**src/rtl/coreresetp_ltssm_monitor.sv**
```systemverilog
// coreresetp_ltssm_monitor: debounces the LTSSM state carried on SDIF prdata[30:26] and flags state entries.
module coreresetp_ltssm_monitor #(
    parameter int unsigned STABLE_CNT = 3,
    parameter logic [4:0]  LTSSM_L0   = 5'b01111
) (
    input  logic        CLK_LTSSM,
    input  logic        sdif_core_reset_n_0,
    input  logic        psel,
    input  logic        pwrite,
    input  logic [31:0] prdata,
    output logic [4:0]  ltssm_state,
    output logic        state_change_p,
    output logic        hotreset_entry_p,
    output logic        disabled_entry_p,
    output logic        detectquiet_entry_p,
    output logic        l0_entry_p,
    output logic        link_up,
    output logic [7:0]  hotreset_count
);
    localparam logic [4:0] HOTRESET    = 5'b10100;
    localparam logic [4:0] DISABLED    = 5'b10000;
    localparam logic [4:0] DETECTQUIET = 5'b00000;
    localparam logic [3:0] CNT_MAX     = 4'(STABLE_CNT);

    logic [1:0] r_rst_sync;
    logic       w_rst_s;
    logic [4:0] r_ltssm_m, r_ltssm_s;
    logic       r_psel_m, r_psel_s, r_pwrite_m, r_pwrite_s;
    logic [4:0] r_cand;
    logic [3:0] r_cnt;
    logic       w_valid, w_match, w_commit;
    logic       w_unused;

    assign w_unused = ^{prdata[31], prdata[25:0]};

    always_ff @(posedge CLK_LTSSM or negedge sdif_core_reset_n_0)
        if (!sdif_core_reset_n_0)
            r_rst_sync <= 2'b00;
        else
            r_rst_sync <= {r_rst_sync[0], 1'b1};

    assign w_rst_s = r_rst_sync[1];

    always_ff @(posedge CLK_LTSSM or negedge w_rst_s)
        if (!w_rst_s) begin
            r_ltssm_m  <= '0;
            r_ltssm_s  <= '0;
            r_psel_m   <= 1'b0;
            r_psel_s   <= 1'b0;
            r_pwrite_m <= 1'b0;
            r_pwrite_s <= 1'b0;
        end else begin
            r_ltssm_m  <= prdata[30:26];
            r_ltssm_s  <= r_ltssm_m;
            r_psel_m   <= psel;
            r_psel_s   <= r_psel_m;
            r_pwrite_m <= pwrite;
            r_pwrite_s <= r_pwrite_m;
        end

    // prdata only carries the LTSSM code when no APB read is in flight
    assign w_valid  = !r_psel_s | r_pwrite_s;
    assign w_match  = r_ltssm_s == r_cand;
    assign w_commit = w_valid && w_match && (r_cnt == CNT_MAX - 4'd1) && (r_cand != ltssm_state);

    always_ff @(posedge CLK_LTSSM or negedge w_rst_s)
        if (!w_rst_s) begin
            r_cand              <= '0;
            r_cnt               <= '0;
            ltssm_state         <= '0;
            link_up             <= 1'b0;
            state_change_p      <= 1'b0;
            hotreset_entry_p    <= 1'b0;
            disabled_entry_p    <= 1'b0;
            detectquiet_entry_p <= 1'b0;
            l0_entry_p          <= 1'b0;
            hotreset_count      <= '0;
        end else begin
            if (w_valid && !w_match) begin
                r_cand <= r_ltssm_s;
                r_cnt  <= 4'd1;
            end else if (w_valid && r_cnt < CNT_MAX) begin
                r_cnt <= r_cnt + 4'd1;
            end
            if (w_commit) begin
                ltssm_state <= r_cand;
                link_up     <= r_cand == LTSSM_L0;
            end
            state_change_p      <= w_commit;
            hotreset_entry_p    <= w_commit && r_cand == HOTRESET;
            disabled_entry_p    <= w_commit && r_cand == DISABLED;
            detectquiet_entry_p <= w_commit && r_cand == DETECTQUIET;
            l0_entry_p          <= w_commit && r_cand == LTSSM_L0;
            if (w_commit && r_cand == HOTRESET && hotreset_count != 8'hFF)
                hotreset_count <= hotreset_count + 8'd1;
        end
endmodule

```
**config.mk**
```make
export PLATFORM = sky130hd
export DESIGN_NAME = coreresetp_ltssm_monitor
export DESIGN_NICKNAME = d
export VERILOG_FILES = /design/src/rtl/coreresetp_ltssm_monitor.sv
export SDC_FILE = /design/constraint.sdc
export NUM_CORES = 1
export LEC_CHECK = 0
export ABC_AREA = 1
export CORE_MARGIN = 1
export CORE_UTILIZATION = 46
export DETAILED_ROUTE_END_ITERATION = 12
export PLACE_DENSITY = 0.87
export REMOVE_ABC_BUFFERS = 1
export SLEW_MARGIN = 10
export SYNTH_ARGS = -nofsm -noshare
export SYNTH_HDL_FRONTEND = slang
export SYNTH_SLANG_ARGS = --single-unit
```
**constraint.sdc**
```tcl
create_clock -name CLK_LTSSM -period 1.58 [get_ports CLK_LTSSM]
set_clock_uncertainty 0.1 [all_clocks]
set_input_delay 0.316 -clock CLK_LTSSM [delete_from_list [all_inputs] [get_ports CLK_LTSSM]]
set_output_delay 0.316 -clock CLK_LTSSM [all_outputs]
set_load 0.02 [all_outputs]
```
### Word-level counts from Yosys, hierarchy flattened

Cells that the tools add are included.

| operators by class | value |
|---|---|
| $lt $le $gt $ge | 1 |
| shift operators | 0 |
| multipliers | 0 |
| equal/unequal tests | 7 |
| bitwise gates (word level) | 1 |
| mux-type cells | 2 |
| reduce and logical (&&, ||, !) cells | 14 |
| add/subtract/negate cells | 2 |
| divide/modulo/power cells | 0 |

Operators with widths:

| kind | number |
|---|---|
| $eq A5 B5 Y1 const B | 2 |
| $logic_and A1 B1 Y1 | 10 |
| $add A8 B1 Y8 const B | 1 |
| $mux W4 | 2 |
| $ne A8 B8 Y1 const B | 1 |
| $eq A5 B4 Y1 const B | 1 |
| $eq A5 B5 Y1 | 1 |
| $logic_not A5 Y1 | 1 |
| $ne A5 B5 Y1 | 1 |
| $add A4 B1 Y4 const B | 1 |
| $eq A4 B2 Y1 const B | 1 |
| $lt A4 B2 Y1 const B | 1 |
| $logic_not A1 Y1 | 2 |
| $reduce_bool A2 Y1 | 1 |
| $or A1 B1 Y1 | 1 |

| storage, ports and cells | value |
|---|---|
| ROM bits | 0 |
| memories kept | 0 |
| register bits after elaboration | 44 |
| bits in latches | 0 |
| input port bits | 36 |
| bits in writable memories | 0 |

### Depth between registers and ports, before layout

| logic depth | value |
|---|---|
| depth after elaboration | 7 |
| depth in mapped cells | 10 |
| gate-level depth less buffers | 10 |

### Worst setup path before layout

OpenSTA, ideal clock, no wires.

| timing path | value |
|---|---|
| path kind | register -> register |
| from | register hotreset_count[0] |
| to | register hotreset_count[5] |
| period minus slack after synthesis | 1545 ps |
| data arrival time | 1327 ps |
| cell stages (with the launch flop) | 8 |
| setup slack | 35 ps |
| required time | 1362 ps |
| path through | dfrtp_1 > ha_1 > nand3_1 > nor2_1 > nand2_1 > nand4_2 > nand2_1 > nand2_1 |

| between the ends | value |
|---|---|
| longest elaborated chain between the ends | 2 |
| elaborated cells on any way between the ends | 3 |

RTL lines:

| element | line | text |
|---|---|---|
| start: declaration | 18 | `output logic [7:0] hotreset_count` |
| start signal: assignment | 95 | `hotreset_count <= hotreset_count + 8'd1;` |
| branches (longest 2 deep; another with $add A8 B1 Y8) | n/a |  |

Parallel ways; which one is timed is not known.
A chain may end at the register's enable or synchronous reset.

### Worst setup path in the final report

| timing path | value |
|---|---|
| from | register ltssm_state[4] |
| to | register ltssm_state[0] |

| between the ends | value |
|---|---|
| longest elaborated chain between the ends | 2 |

RTL lines:

| element | line | text |
|---|---|---|
| start: declaration | 11 | `output logic [4:0] ltssm_state,` |
| start signal: assignment | 86 | `ltssm_state <= r_cand;` |
| $ne A5 B5 Y1 | 64 | `assign w_commit = w_valid && w_match && (r_cnt == CNT_MAX - 4'd1) && (r_cand != ltssm_state);` |
| $logic_and A1 B1 Y1 | 64 |  |

Every way passes these cells.

==> run_results.csv <==
group,metric,value,unit
final_layout,layout_common_cells,"nand2_1 (56), dfrtp_1 (38), buf_4 (19)",
global_routing,grt_use_total,0.233,
cts,cts_buffers,5,
cts,clk_pin_slew,0.08,ns
global_routing,grt_antenna_before_repair,0,
final_layout,area_growth,41.1,%
floorplanning,boundaryPins,55,
global_routing,grt_pass1_vias,1635,
setup_path,ff2ff_path_depth,11,
synth,ys_seq_area_frac,0.587,
setup_path,timing_worst_setup_path_type,"flop to flop",
final_layout,fillers,246,
floorplanning,die_w,65.8,um
floorplanning,die_h,65.8,um
drt,wl_per_cell,14.9,um
setup_path,r2r_start,"ltssm_state[4]",
synth,syn-cell-area,0.00187,sq mm
floorplanning,initial_utilization,0.497,
synth,synth_enable_flop_cells,0,
power_and_ir_drop,swShare,0.270,
setup_path,cp-end-kind,"flop",
synth,yosysWarnings,0,
setup_path,cp_cell_sequence,"inv_1, nand2_1, nand2_1, nor2_1, nand2_1, nor2_2, nor2_4, buf_6, buf_6, nand2_1, nand2_1",
final_layout,nets,299,
setup_path,cp_max_fo,5,
setup_path,critPathRequiredTime,1.68,ns
sta,max_freq,579,MHz
setup_path,start_kind,"flop",
sta,drv_slew,0,
synth,synth_area_per_cell,9.28,sq um
power_and_ir_drop,internal-power,0.00168,W
cts,cts_root_buffer,"clkbuf_8",
sta,hold_viol_final,0,
setup_path,cp.arrival,1.82,ns
drt,finalWirelength,4610,um
floorplanning,core_area,0.00377,sq mm
cts,cts-hold-fix-buffers,0,
drt,drtIter0Drc,92,
flow_run,drv_cap,0,
cts,clk_latency,0.30,ns
power_and_ir_drop,combPwrFrac,0.146,
sta,fin_crit_sh,1.09,
drt,via_per_inst,5.28,
synth,async_flop_share,1.00,
floorplanning,fp-row-count,22,
power_and_ir_drop,p_switching,0.000621,W
synth,postSynthCellCount,202,
final_layout,diodes,0,
power_and_ir_drop,pwr-share-clk,0.322,
sta,rsz0062_at_grt,"true",
synth,yosys_most_used_dff,"dfrtp_1",
placement,place_congestion,0.854,
final_layout,layout-drive-gt1-share,0.322,
setup_path,r2r_slack,-0.15,ns
synth,synth-seq-cells,44,
cts,h-tree-depth,2,
power_and_ir_drop,seqPwrFrac,0.532,
synth,synthTopCellsByArea,"dfrtp_1 (59%), nand2_1 (13%), nand4_1 (3.7%), inv_1 (3.6%), nor2_1 (2.8%)",
setup_path,cpLargestDelayFamily,"simple AND/OR/NAND/NOR gates",
placement,dp_hpwl,2530,um
sta,setup_viol,22,
power_and_ir_drop,ir_drop,0.706,mV
global_routing,grt-ovfl-total,0,
cts,cts_tree,"built",
outcome,status,"finished with violations",
synth,synth_top_area_frac,0.587,
global_routing,grt_max_degree,25,
global_routing,grt_pass1_wl,7380,um
cts,cts_buffer_depth,2,
drt,detail-route-antenna-nets,0,
setup_path,crit_buf_inv,3,
placement,postPlaceCellArea,0.00233,sq mm
sta,timing.final.ws_setup,-0.147,ns
placement,port_buffers,27,
final_layout,final_cell_area,0.00264,sq mm
hold_path,hold_class,"input port to asynchronous set/reset pin",
setup_path,cpMostUsedCell,"nand2_1",
setup_path,r2r-end,"ltssm_state[0]",
cts,cts_num_sinks,44,
synth,netlist.top_cell.by_area,"dfrtp_1",
synth,synth_cell_type_count,26,
final_layout,final_common_cell,"nand2_1",
drt,vias,1631,
outcome,failed_checks,"setup timing",
power_and_ir_drop,p_per_area,870,mW/mm^2
sta,whs,0.0687,ns
power_and_ir_drop,p_leak,1.34,nW
drt,drt-pass1-iter-count,5,
floorplanning,dieArea,0.00433,sq mm
setup_path,max_stage_delay,0.40,ns
sta,min_period,1.73,ns
drt,drc,0,
setup_path,cp_slowest_cell,"dfrtp_1",
## cells in the mapped netlist (all sizes together), types with 2 or more instances
cell type	n
a21oi	2
buf	3
dfrtp	44
ha	3
inv	23
nand2	64
nand3	8
nand4	13
nor2	18
nor3	3
o21ai	8
or2	2
xnor2	4
xor2	4
## repair_timing
item,in CTS,in global routing
cloned,1,0
endpoints found under the setup margin,43,28
gates resized for setup,49,32
pin swaps,10,15
setup buffers,8,2
## cell type report
cell class,instances,area [sq um],area share
clock buffers,6,82.6,0.0312
clock inverters,2,15.0,0.00568
inverters,23,93.8,0.0355
multi-input cells,132,808,0.306
flip-flops and latches,44,1110,0.419
well taps,48,60.1,0.0227
repair buffers,54,475,0.180
## logic make-up (layout without fill, tap and decap cells)
group,Yosys count,after routing,synth area share
simple gates,109,109,0.264
flops,44,44,0.587
buf+inv,26,85,0.0587
compound gates,11,11,0.0307
xor+xnor,8,8,0.0374
fa+ha+maj,3,3,0.0200
other cells,1,1,0.00200
## power groups by stage
stage               combinational [W]  sequential (W)  clock, W
floorplan                    0.000121         0.00125         0
detailed placement           0.000252         0.00124         0
CTS                          0.000281         0.00122  0.000753
global route                 0.000367         0.00123  0.000798
finish                       0.000335         0.00122  0.000741
global placement             0.000243         0.00123         0
## per-stage QoR
stage | setup TNS, ns | power [W] | std cells | utilization | setup slack, ns
4_1_cts | -0.279 | 0.00225 | 309 | 0.685 | -0.0538
5_1_grt | -3.55 | 0.00239 | 309 | 0.701 | -0.237
3_3_place_gp | -0.244 | 0.00148 | 292 | 0.617 | -0.0426
3_5_place_dp | -1.41 | 0.00149 | 292 | 0.617 | -0.130
2_1_floorplan | -0.287 | 0.00137 | 199 | - | -0.0479
6_report | -1.39 | 0.00230 | 309 | 0.701 | -0.147
## flip-flops by register name, indices dropped and copies added, names as in the netlist, 2 cells and up
name	flops
r_ltssm_s	5
r_cand	5
hotreset_count	8
r_rst_sync	2
ltssm_state	5
r_ltssm_m	5
r_cnt	4
## metal layers
metal,GRT usage,share of wire
met1,0.275,0.39
met3,0.0552,0.051
met4,0.152,0.056
met5,0,0
met2,0.378,0.50
## worst max-delay path by stage
stage / start / cells after the start / slack (ns) / endpoint
after global placement: r_cand[0] / 9 / -0.04 / hotreset_count[7]
final: ltssm_state[4] / 11 / -0.15 / ltssm_state[0]
after global routing: ltssm_state[4] / 11 / -0.24 / ltssm_state[0]
after floorplan: r_cand[0] / 6 / -0.05 / hotreset_count[5]
after CTS: r_cand[2] / 10 / -0.05 / hotreset_count[6]
after detailed placement: r_cand[0] / 9 / -0.13 / hotreset_count[6]
Power figures use the tool's default switching activity.
